===== config.mk =====
export PLATFORM = sky130hd
export DESIGN_NAME = fft_bin_abs
export DESIGN_NICKNAME = d
export VERILOG_FILES = /design/src/rtl/fft_bin_abs.sv
export SDC_FILE = /design/constraint.sdc
export NUM_CORES = 1
export LEC_CHECK = 0
export BUFFER_PORTS_ARGS = -buffer_cell sky130_fd_sc_hd__buf_2
export CAP_MARGIN = 20
export CORE_MARGIN = 2
export CORE_UTILIZATION = 36
export CTS_CLUSTER_DIAMETER = 80
export DETAILED_ROUTE_END_ITERATION = 10
export GPL_TIMING_DRIVEN = 0
export PLACE_DENSITY = 0.63
export SYNTH_ARGS = -nofsm -noshare
export SYNTH_HDL_FRONTEND = slang
export SYNTH_SLANG_ARGS = --single-unit

===== constraint.sdc =====
create_clock -name clk -period 1.4 [get_ports clk]
set_input_delay 0.07 -clock clk [delete_from_list [all_inputs] [get_ports clk]]
set_output_delay 0.07 -clock clk [all_outputs]
set_load 0.01 [all_outputs]

===== src/rtl/fft_bin_abs.sv =====
// Frame tracker and absolute-value front end for the FFT spectrum path.
// Forwards |real|/|imag| of the lowest 2^ADDR_WIDTH bins of each frame with a bin address and write strobe.
module fft_bin_abs #(
    parameter int ADDR_WIDTH = 6,
    parameter int DATA_WIDTH = 18,
    parameter int FFT_POINTS = 128
) (
    input  logic                  clk,
    input  logic                  rst,
    input  logic                  src_valid,
    input  logic                  src_sop,
    input  logic                  src_eop,
    input  logic [DATA_WIDTH-1:0] src_real,
    input  logic [DATA_WIDTH-1:0] src_imag,
    output logic                  we,
    output logic [ADDR_WIDTH-1:0] addr,
    output logic [DATA_WIDTH-1:0] abs_r,
    output logic [DATA_WIDTH-1:0] abs_i,
    output logic                  frame_done,
    output logic                  frame_err
);

    localparam int CNT_W = (FFT_POINTS > 1) ? $clog2(FFT_POINTS) : 1;
    localparam logic [CNT_W-1:0] LAST_BIN = CNT_W'(FFT_POINTS - 1);
    localparam int unsigned FWD_BINS = 2 ** ADDR_WIDTH;
    localparam logic [DATA_WIDTH-1:0] MOST_NEG = {1'b1, {(DATA_WIDTH-1){1'b0}}};
    localparam logic [DATA_WIDTH-1:0] MOST_POS = {1'b0, {(DATA_WIDTH-1){1'b1}}};

    typedef enum logic {IDLE, RUN} state_t;

    state_t           state, state_n;
    logic [CNT_W-1:0] cnt, cnt_n;
    logic [CNT_W-1:0] bin_idx;
    logic             accept;
    logic             done_n;
    logic             err_n;
    logic             fwd;

    // Saturating abs keeps the output MSB clear; downstream relies on that headroom.
    function automatic logic [DATA_WIDTH-1:0] abs_sat(input logic [DATA_WIDTH-1:0] x);
        if (!x[DATA_WIDTH-1])
            return x;
        else if (x == MOST_NEG)
            return MOST_POS;
        else
            return DATA_WIDTH'(-x);
    endfunction

    // src_valid qualifies sop/eop/data on the same cycle; there is no backpressure.
    always_comb begin
        state_n = state;
        cnt_n   = cnt;
        bin_idx = cnt;
        accept  = 1'b0;
        done_n  = 1'b0;
        err_n   = 1'b0;
        case (state)
            IDLE: begin
                if (src_valid && src_sop) begin
                    accept  = 1'b1;
                    bin_idx = '0;
                    if (src_eop) begin
                        err_n = 1'b1;
                        cnt_n = '0;
                    end else begin
                        state_n = RUN;
                        cnt_n   = CNT_W'(1);
                    end
                end
            end
            RUN: begin
                if (src_valid) begin
                    accept = 1'b1;
                    if (src_sop) begin
                        err_n   = 1'b1;
                        bin_idx = '0;
                        cnt_n   = CNT_W'(1);
                    end else if (src_eop) begin
                        done_n  = (cnt == LAST_BIN);
                        err_n   = (cnt != LAST_BIN);
                        state_n = IDLE;
                        cnt_n   = '0;
                    end else if (cnt == LAST_BIN) begin
                        err_n   = 1'b1;
                        state_n = IDLE;
                        cnt_n   = '0;
                    end else begin
                        cnt_n = cnt + CNT_W'(1);
                    end
                end
            end
            default: begin
                state_n = IDLE;
                cnt_n   = '0;
            end
        endcase
    end

    assign fwd = accept && (32'(bin_idx) < FWD_BINS);

    always_ff @(posedge clk) begin
        if (!rst) begin
            state      <= IDLE;
            cnt        <= '0;
            we         <= 1'b0;
            addr       <= '0;
            abs_r      <= '0;
            abs_i      <= '0;
            frame_done <= 1'b0;
            frame_err  <= 1'b0;
        end else begin
            state      <= state_n;
            cnt        <= cnt_n;
            we         <= fwd;
            frame_done <= done_n;
            frame_err  <= err_n;
            if (fwd) begin
                addr  <= bin_idx[ADDR_WIDTH-1:0];
                abs_r <= abs_sat(src_real);
                abs_i <= abs_sat(src_imag);
            end
        end
    end

endmodule


==> summary.md <==
| Metric | Value |
|---|---|
| Cell variety after synth | 41 |
| CTS tree | yes |
| Die span in x | 89.07 um |
| Hold buffers post-CTS | 0 |
| Switching Share | around 29% |
| Crit path max-delay family | simple AND/OR/NAND/NOR gates |
| H-Tree Level Count | 2 |
| Final Setup Violations | 3 |
| Port Buffers | a little over 80 |
| PD cells | 893.9 nW/um2 |
| DP Wirelength | around 4900 um |
| Post-DR vias/cell | a little over 5 |
| Num CTS Buffers | 5 |
| Slowest stage cell, crit path | or3_4 |
| RSZ-0062 raised after global routing | yes |
| Clock root cell | clkbuf_8 |
| Element type at the critical path end | flop |
| Internal power | roughly 2200 uW |
| Setup_tns | -125.1 ps |
| Sequential power share | 52.7% |
| Max stage delay on crit path | between 400 and 500 ps |
| Combinational share of power | a little over a fifth |
| Critical path launch point type | flop |
| Worst-path fanout max | 4 |
| R2r startpoint | cnt[0]$_SDFFE_PN0P_ |
| Max_cap viols | 0 |
| Antenna cell count | 0 |
| Routability cong. | slightly above 0.8 |
| Global-route wire length before repair | between 10000 and 15000 um |
| Core Footprint | slightly above 7000 um2 |
| Design area | around 3500 um2 |
| Failing checks | negative setup slack |
| Net Sw Power | a little under 900 uW |
| Count of pins over their slew limit | 0 |
| Skew-Pair Late Insertion Delay | about 300 ps |
| Commonest non-fill, non-tap cell in the layout | buf_2 |
| Layout cell share with drive strength beyond 1 | 33.01% |
| Kind of critical path | flop to flop |
| Rows | 31 |
| Clock power share | 26.2% |
| Actual slew at the worst max-slew pin | 560.0 ps |
| Data required, critical path | approximately 1700 ps |
| Max_slew headroom | a little over three fifths |
| DRT Pass-1 Iters | 4 |
| Die area | 7933 um2 |
| Total grt overflow | 0 |
| Yosys warns | 0 |
| Clock buffer depth | 2 |
| Synthesized Nets | 356 |
| Worst clock skew | roughly 5.6 ps |
| Number of global-route vias before repair | 2389 |
| Vias | ~2600 |
| Hold WC Path Type | input port to flop |
| Lkg Pwr | about 0.0015 uW |
| Sink Count | between 50 and 60 |
| CP cell instances | ha_4 -> nand2_2 -> or3_4 -> ha_4 -> nand2_2 -> a21oi_2 |
| Pin count of the biggest net entering global routing | 15 |
| Die Height | between 80 and 90 um |
| Post-synthesis cell area | between 2000 and 3000 um2 |
| Initial antenna violation count | 0 |
| Detail Route Antenna Nets | 0 |
| DRC | 0 |
| Tmin final | 1462 ps |
| Outcome | finished, violations left |
| Max IR drop VDD | 398.3 uV |
| Critical path launch point | cnt[0]$_SDFFE_PN0P_ |
| Num ports | 86 |
| Drt total wl | ~7000 um |
| Final hold violation count | 0 |
| Clk slew on worst S/H paths | ~90 ps |
| Synth Register Bits | 53 |
| Syn_area_per_cell | 8.376 um2 |
| Most frequent cells in the layout | 85 x buf_2, 48 x dfxtp_1, 38 x o21ai_0 |
| Critical hold path startpoint | src_imag[16] |
| Register area share after synthesis | a little over 40% |
| Post-Synthesis Cells | around 310 |
| Final Power | about 3100 uW |
| Layout area overhead | 32.56% |
| Initial Util | 36.50% |
| DP Area | ~3200 um2 |
| Nets | ~460 |
| Routed WL per cell | roughly 14 um |
| Arrival time at the worst endpoint | between 1500 and 2000 ps |
| PnR worst setup slack | -61.70 ps |
| DR iter-0 viols | roughly 130 |
| Final Cycle Share | 104.4% |
| Critical path buffer and inverter count | 0 |
| Max Clock Freq | 0.6841 GHz |
| Total GRT Usage | about 18% |
layout make-up:
class	count	area, um2
Clock inverter	1	5.005
Timing Repair Buffer	92	496.7
Clock buffer	5	68.82
Fill cell	755	3684
Multi-Input combinational cell	234	1562
Sequential cell	53	1075
Buffer	17	96.34
Tap cell	99	123.9
Inverter	7	26.28
worst reg2reg max path: cells and delay by family (launching register included):
kind,cells,cell delay (ps)
simple gates,3,510
compound gates,1,130
flops,1,370
fa+ha+maj,2,400
cells in the mapped netlist, drive strengths merged:
master | count | area, um2
nor4 | 2 | 12.51
a22oi | 1 | 7.510
nand2 | 25 | 93.84
o31ai | 10 | 75.07
o21bai | 1 | 7.510
nor2b | 4 | 25.02
or4 | 2 | 15.01
buf | 4 | 26.27
nand4 | 2 | 12.51
and3 | 1 | 6.260
ha | 4 | 50.05
o41ai | 3 | 45.05
o311ai | 1 | 8.760
a31oi | 1 | 6.260
clkbuf | 13 | 48.80
o211a | 1 | 10.01
a41oi | 1 | 8.760
a21boi | 3 | 22.52
o211ai | 3 | 22.52
nor2 | 27 | 103.9
nor4b | 2 | 23.77
xnor2 | 5 | 43.79
nand3b | 1 | 7.510
a21oi | 38 | 193.9
inv | 7 | 26.28
nand4b | 2 | 17.52
nand3 | 3 | 15.01
and2 | 1 | 6.260
mux2i | 8 | 80.08
nor3 | 5 | 30.03
dfxtp | 53 | 1061
xor2 | 27 | 236.5
or3 | 4 | 25.02
o21ai | 46 | 230.2
metal layers:
metal | vias up | global-route usage (%) | part of all wire [%]
li1 | 1295 | - | -
met1 | 1173 | 23.91 | 46
met2 | 84 | 29.24 | 47
met3 | 10 | 3.324 | 5.2
met4 | 0 | 5.427 | 1.8
met5 | - | 0 | 0
worst paths after layout:
| kind | slack (ps) | cells past startpoint | end |
|---|---|---|---|
| max | -60 | 6 | frame_err$_SDFF_PN0_ |
| min | 20 | 2 | abs_i[16]$_SDFFE_PN0P_ |
| max reg2reg | -60 | 6 | frame_err$_SDFF_PN0_ |
| min reg2reg | 460 | 2 | abs_r[16]$_SDFFE_PN0P_ |
flip-flops by register name (all words and copies together), names as in the netlist:
signal	count
addr	6
we	1
frame_done	1
frame_err	1
cnt	7
state	1
abs_r	18
abs_i	18
power by group through the flow:
stage	logic [uW]	registers [uW]	clock network (uW)
floorplan	285	1710	0
global placement	567	1670	0
detailed placement	572	1670	0
CTS	602	1630	840
global route	721	1640	908
finish	650	1630	810
what timing repair did:
action,4_1_cts,5_1_grt
buffers inserted,5,3
gates resized for setup,17,36
cloned,0,2
pin swaps,4,8
endpoints found under the setup margin,46,41
per-stage QoR:
stage / cells / setup slack [ps] / util, % / hold WS [ps]
6_report: 508 / -61.70 / 48.39 / 17.78
5_1_grt: 508 / -104.5 / 48.39 / 15.56
4_1_cts: 503 / -40.31 / 46.53 / 4.779
3_5_place_dp: 492 / -501.4 / 44.30 / 331.2
3_3_place_gp: 492 / -479.2 / 44.30 / 337.5
2_1_floorplan: 311 / -5.003 / - / 189.4
cell families (layout without fill, tap and decap cells):
| logic type | count (synthesis) | count (layout) | synth area share (%) |
|---|---|---|---|
| xor+xnor | 32 | 32 | 10.76 |
| mux | 8 | 8 | 3.074 |
| simple gates | 81 | 81 | 15.13 |
| buf+inv | 24 | 122 | 3.891 |
| fa+ha+maj | 4 | 4 | 1.921 |
| flops | 53 | 53 | 40.73 |
| compound gates | 109 | 109 | 24.50 |
Note: power is estimated with default switching activity, not from simulation.
